## config.mk

```make
export PLATFORM = sky130hd
export DESIGN_NAME = rr_arb_21
export DESIGN_NICKNAME = d
export VERILOG_FILES = /design/src/rtl/rr_arb_21.sv
export SDC_FILE = /design/constraint.sdc
export NUM_CORES = 1
export LEC_CHECK = 0
export ABC_CLOCK_PERIOD_IN_PS = 1700
export CELL_PAD_IN_SITES_DETAIL_PLACEMENT = 1
export CELL_PAD_IN_SITES_GLOBAL_PLACEMENT = 2
export CORE_MARGIN = 4
export CORE_UTILIZATION = 22
export CTS_CLUSTER_DIAMETER = 120
export DETAILED_ROUTE_END_ITERATION = 6
export GPL_ROUTABILITY_DRIVEN = 0
export GPL_TIMING_DRIVEN = 0
export PLACE_DENSITY_LB_ADDON = 0.05
export SLEW_MARGIN = 30
export SYNTH_ARGS = -nofsm -noshare
export SYNTH_HDL_FRONTEND = slang
export SYNTH_SLANG_ARGS = --single-unit
```

## constraint.sdc

```tcl
create_clock -name i_clk -period 1.7 [get_ports i_clk]
set_clock_uncertainty 0.05 [all_clocks]
set_input_delay 0.51 -clock i_clk [delete_from_list [all_inputs] [get_ports i_clk]]
set_output_delay 0.51 -clock i_clk [all_outputs]
set_load 0.05 [all_outputs]
```

## src/rtl/rr_arb_21.sv

```systemverilog
// Purpose: two-requester packet arbiter. Round-robin between A and B at packet
//          granularity; a granted packet keeps the output until its last beat.
// Latency: 1 cycle from input acceptance to o_valid (single output register).
// Backpressure: requester ready only while the output slot is free
//               (!o_valid || i_ready); a held slot freezes data, state and ptr.
//
// Ports:
//   i_clk, i_rst                      clock, synchronous active-high reset
//   i_a_valid/i_a_data/i_a_last       requester A beat in,  o_a_ready back
//   i_b_valid/i_b_data/i_b_last       requester B beat in,  o_b_ready back
//   o_valid/o_data/o_last/o_src       output beat (o_src: 0 = A, 1 = B)
//   i_ready                           downstream accept
module rr_arb_21 #(
    parameter int DATA_W = 8
) (
    input  logic              i_clk,
    input  logic              i_rst,

    input  logic              i_a_valid,
    input  logic [DATA_W-1:0] i_a_data,
    input  logic              i_a_last,
    output logic              o_a_ready,

    input  logic              i_b_valid,
    input  logic [DATA_W-1:0] i_b_data,
    input  logic              i_b_last,
    output logic              o_b_ready,

    output logic              o_valid,
    output logic [DATA_W-1:0] o_data,
    output logic              o_last,
    output logic              o_src,
    input  logic              i_ready
);

    // One beat as carried through the arbiter.
    typedef struct packed {
        logic              last;
        logic [DATA_W-1:0] data;
    } beat_t;

    localparam logic [1:0] ST_IDLE   = 2'd0;
    localparam logic [1:0] ST_LOCK_A = 2'd1;
    localparam logic [1:0] ST_LOCK_B = 2'd2;

    logic [1:0] state;
    logic [1:0] state_nxt;
    logic       ptr;        // last-served source: 0 = A, 1 = B
    logic       ptr_nxt;

    logic       slot_free;
    logic       grant_a;
    logic       grant_b;
    logic       take_a;
    logic       take_b;
    beat_t      beat_a;
    beat_t      beat_b;
    beat_t      beat_sel;

    // The output register can take a new beat if it is empty or is being
    // drained on this same edge.
    assign slot_free = !o_valid || i_ready;

    // Grant is derived only from state, ptr and the two valids so that the
    // ready outputs never see data or last.
    always_comb begin
        grant_a = 1'b0;
        grant_b = 1'b0;
        case (state)
            ST_IDLE: begin
                // On a tie the source that was not served last wins.
                grant_a = i_a_valid && (!i_b_valid ||  ptr);
                grant_b = i_b_valid && (!i_a_valid || !ptr);
            end
            ST_LOCK_A: grant_a = 1'b1;
            ST_LOCK_B: grant_b = 1'b1;
            default: begin
                grant_a = 1'b0;
                grant_b = 1'b0;
            end
        endcase
    end

    // Readies are forced low during reset so nothing is accepted on the
    // reset edge itself.
    assign o_a_ready = !i_rst && slot_free && grant_a;
    assign o_b_ready = !i_rst && slot_free && grant_b;

    assign take_a = i_a_valid && o_a_ready;
    assign take_b = i_b_valid && o_b_ready;

    assign beat_a   = '{last: i_a_last, data: i_a_data};
    assign beat_b   = '{last: i_b_last, data: i_b_data};
    assign beat_sel = take_b ? beat_b : beat_a;

    // Lock tracking: a non-final beat pins the arbiter to its source, the
    // final beat releases it and records who was served.
    always_comb begin
        state_nxt = state;
        ptr_nxt   = ptr;
        if (take_a) begin
            if (i_a_last) begin
                state_nxt = ST_IDLE;
                ptr_nxt   = 1'b0;
            end else begin
                state_nxt = ST_LOCK_A;
            end
        end else if (take_b) begin
            if (i_b_last) begin
                state_nxt = ST_IDLE;
                ptr_nxt   = 1'b1;
            end else begin
                state_nxt = ST_LOCK_B;
            end
        end else if (state != ST_IDLE && state != ST_LOCK_A && state != ST_LOCK_B) begin
            // Unused encoding grants nobody; fall back to IDLE.
            state_nxt = ST_IDLE;
        end
    end

    always_ff @(posedge i_clk) begin
        if (i_rst) begin
            state   <= ST_IDLE;
            ptr     <= 1'b1;
            o_valid <= 1'b0;
            o_data  <= '0;
            o_last  <= 1'b0;
            o_src   <= 1'b0;
        end else begin
            state <= state_nxt;
            ptr   <= ptr_nxt;
            if (take_a || take_b) begin
                o_valid <= 1'b1;
                o_data  <= beat_sel.data;
                o_last  <= beat_sel.last;
                o_src   <= take_b;
            end else if (i_ready) begin
                // Beat drained with nothing to replace it; data is left as is.
                o_valid <= 1'b0;
            end
        end
    end

endmodule

```

==> flow_summary.json <==
{
  "wl_um": 2210,
  "htree_levels": 1,
  "syn_area_um2": 736,
  "rows": 20,
  "netlist_instances": 75,
  "hp-class": "in2reg",
  "synth_edf_count": 0,
  "power.total_uw": 903,
  "hold_ws_ns": 0.356,
  "max_slew_margin_pct": 64.8,
  "fill_cells": 375,
  "cts_tree": "built",
  "synthArstFlopShare_pct": 0,
  "layout.cells.non_filler": 162,
  "yosys-top-cells-area": "dfxtp_1 (38%), mux2i_1 (11%), a211oi_1 (6.1%)",
  "cp-end-kind": "output pin",
  "synth-seq-cells": 14,
  "die_w_um": 65.8,
  "synth_ff_type": "dfxtp_1",
  "report.final.setup_viol": 0,
  "synth.most_common_cell": "dfxtp_1",
  "finalCriticalPeriod_ns": 1.69,
  "place_ws_ns": -1.12,
  "utilization_pct": 40.0,
  "power_density_mw_per_mm2": 721,
  "drcViolationCount": 0,
  "drt_iter0_drc": 12,
  "outcome": "completed",
  "core_area_mm2": 0.00313,
  "worstSetupStartpointType": "primary input",
  "clock.fmax_mhz": 591,
  "critPathRequiredTime_ns": 1.14,
  "post-place-cells": 153,
  "cts_buffer_depth": 2,
  "setup_slack_ns": 0.00691,
  "grt_overflow": 0,
  "worst_pin_slew_ns": 0.528,
  "synth_seq_area_share_pct": 38.1,
  "grt_max_degree": 11,
  "clockRootBuffer": "clkbuf_4",
  "clkLatencyLatePin_ns": 0.28,
  "yosys.area.top_type_share_pct": 38.1,
  "antenna_found_initial": 0,
  "io_pins": 36,
  "cts_buffers": 3,
  "num_vias": 728,
  "hold_violations": 0,
  "io_buffers": 34,
  "dieHeight_um": 65.8,
  "power_leakage_nw": 0.530,
  "avgViaCountPerCell": 4.49,
  "antenna_cells": 0,
  "yosys.area.top_type": "dfxtp_1",
  "fin_nets": 143,
  "yosys_warnings": 0,
  "critPathKind": "in2out",
  "rsz0062_at_grt": "true",
  "drv_slew": 0,
  "drive_gt1_share_pct": 42.4,
  "grt_pass1_vias": 776,
  "arrival_ns": 1.13,
  "dp_hpwl_um": 1620,
  "synth.avg_cell_area_um2": 9.81,
  "syn_nets": 98,
  "peakVddDrop_mv": 0.278,
  "grtUsageTotal_pct": 11.2,
  "clkTransAtPathRegs_ns": 0.09,
  "path_max_fanout": 8,
  "cap_violations": 0,
  "grt_pass1_wl_um": 3590,
  "drt_first_pass_iters": 2,
  "synth.top_cells.by_count": "dfxtp_1 (14), nor2_1 (10), mux2i_1 (8)",
  "initial_core_util_pct": 23.5,
  "antenna_left": 0,
  "dieArea_mm2": 0.00433,
  "syn_to_final_growth_pct": 70.2,
  "period_share_pct": 99.6,
  "synth_cell_type_count": 27,
  "wire_per_inst_um": 13.6,
  "hold_buffers": 0,
  "cts.sinks": 14
}
## metal layers
layer,part of all wire [%],global-route usage (%)
met5,0,0
met4,0.86,4.66
met3,7.1,3.91
met2,52,19.5
met1,40,12.1
## per-stage QoR
stage	instance area [µm²]	TNS, ns
6_report	1250	0
2_1_floorplan	790	-0.187
5_1_grt	1250	-0.0697
3_3_place_gp	1180	-7.46
4_1_cts	1240	-0.0320
3_5_place_dp	1180	-7.59
## critical path: stages
cell	delay (ns)
buf_12	0.12
nand2b_4	0.16
nor3_4	0.16
buf_6	0.17
## final timing paths
path / slack (ns) / endpoint / start / depth (start not counted)
setup / recovery: 0.007 / o_a_ready / i_rst / 4
hold / removal: 0.36 / o_data[3] / i_rst / 2
setup reg to reg: 0.15 / o_last / o_valid / 6
hold reg to reg: 0.44 / o_src / o_src / 2
## power breakdown
| part | switching [mW] | internal [mW] |
|---|---|---|
| registers | 0.0192 | 0.354 |
| logic | 0.193 | 0.146 |
| clock network | 0.109 | 0.0820 |
## cell usage in the layout (no fill, tap or decap), drive strengths merged
cell,netlist,final
o21ai,1,1
o2111ai,1,1
nand3b,2,2
mux2i,8,8
o31ai,1,1
clkbuf,1,11
o32a,1,1
nand2,3,3
clkdlybuf4s50,0,18
a221oi,1,1
nor3,2,2
a311oi,1,1
buf,4,15
a21oi,4,4
dfxtp,14,14
or2,1,1
a211oi,8,8
a31oi,1,1
nand2b,4,4
nand3,1,1
inv,5,5
clkdlybuf4s15,0,4
nor2,11,11
## what timing repair did
action                     4_1_cts  5_1_grt
pin swaps                        3        4
hold endpoints to repair         0        0
buffers inserted                 4        2
gates resized for setup         59       14
setup endpoints to repair       24        9
cloned                           0        0
## sequential cells by signal (all words and copies together) (netlist names)
signal,flops
o_data,8
ptr,1
o_last,1
o_src,1
state,2
o_valid,1
## cell type report
| cell class | count | area [µm²] | share of cell area, % |
|---|---|---|---|
| multi-input cells | 51 | 460 | 36.8 |
| repair buffers | 40 | 352 | 28.1 |
| flip-flops and latches | 14 | 290 | 23.2 |
| well taps | 44 | 55.1 | 4.40 |
| plain buffers | 5 | 53.8 | 4.30 |
| clock buffers | 3 | 22.5 | 1.80 |
| inverters | 5 | 18.8 | 1.50 |
## kinds of logic after synthesis
| group | after synthesis | share of synthesized area, % |
|---|---|---|
| AOI/OAI and AO/OA | 19 | 25.3 |
| DFF | 14 | 38.1 |
| muxes | 8 | 10.9 |
| buffers and inverters | 10 | 7.82 |
| and+or+nand+nor | 24 | 17.9 |
Power figures use the tool's default switching activity.
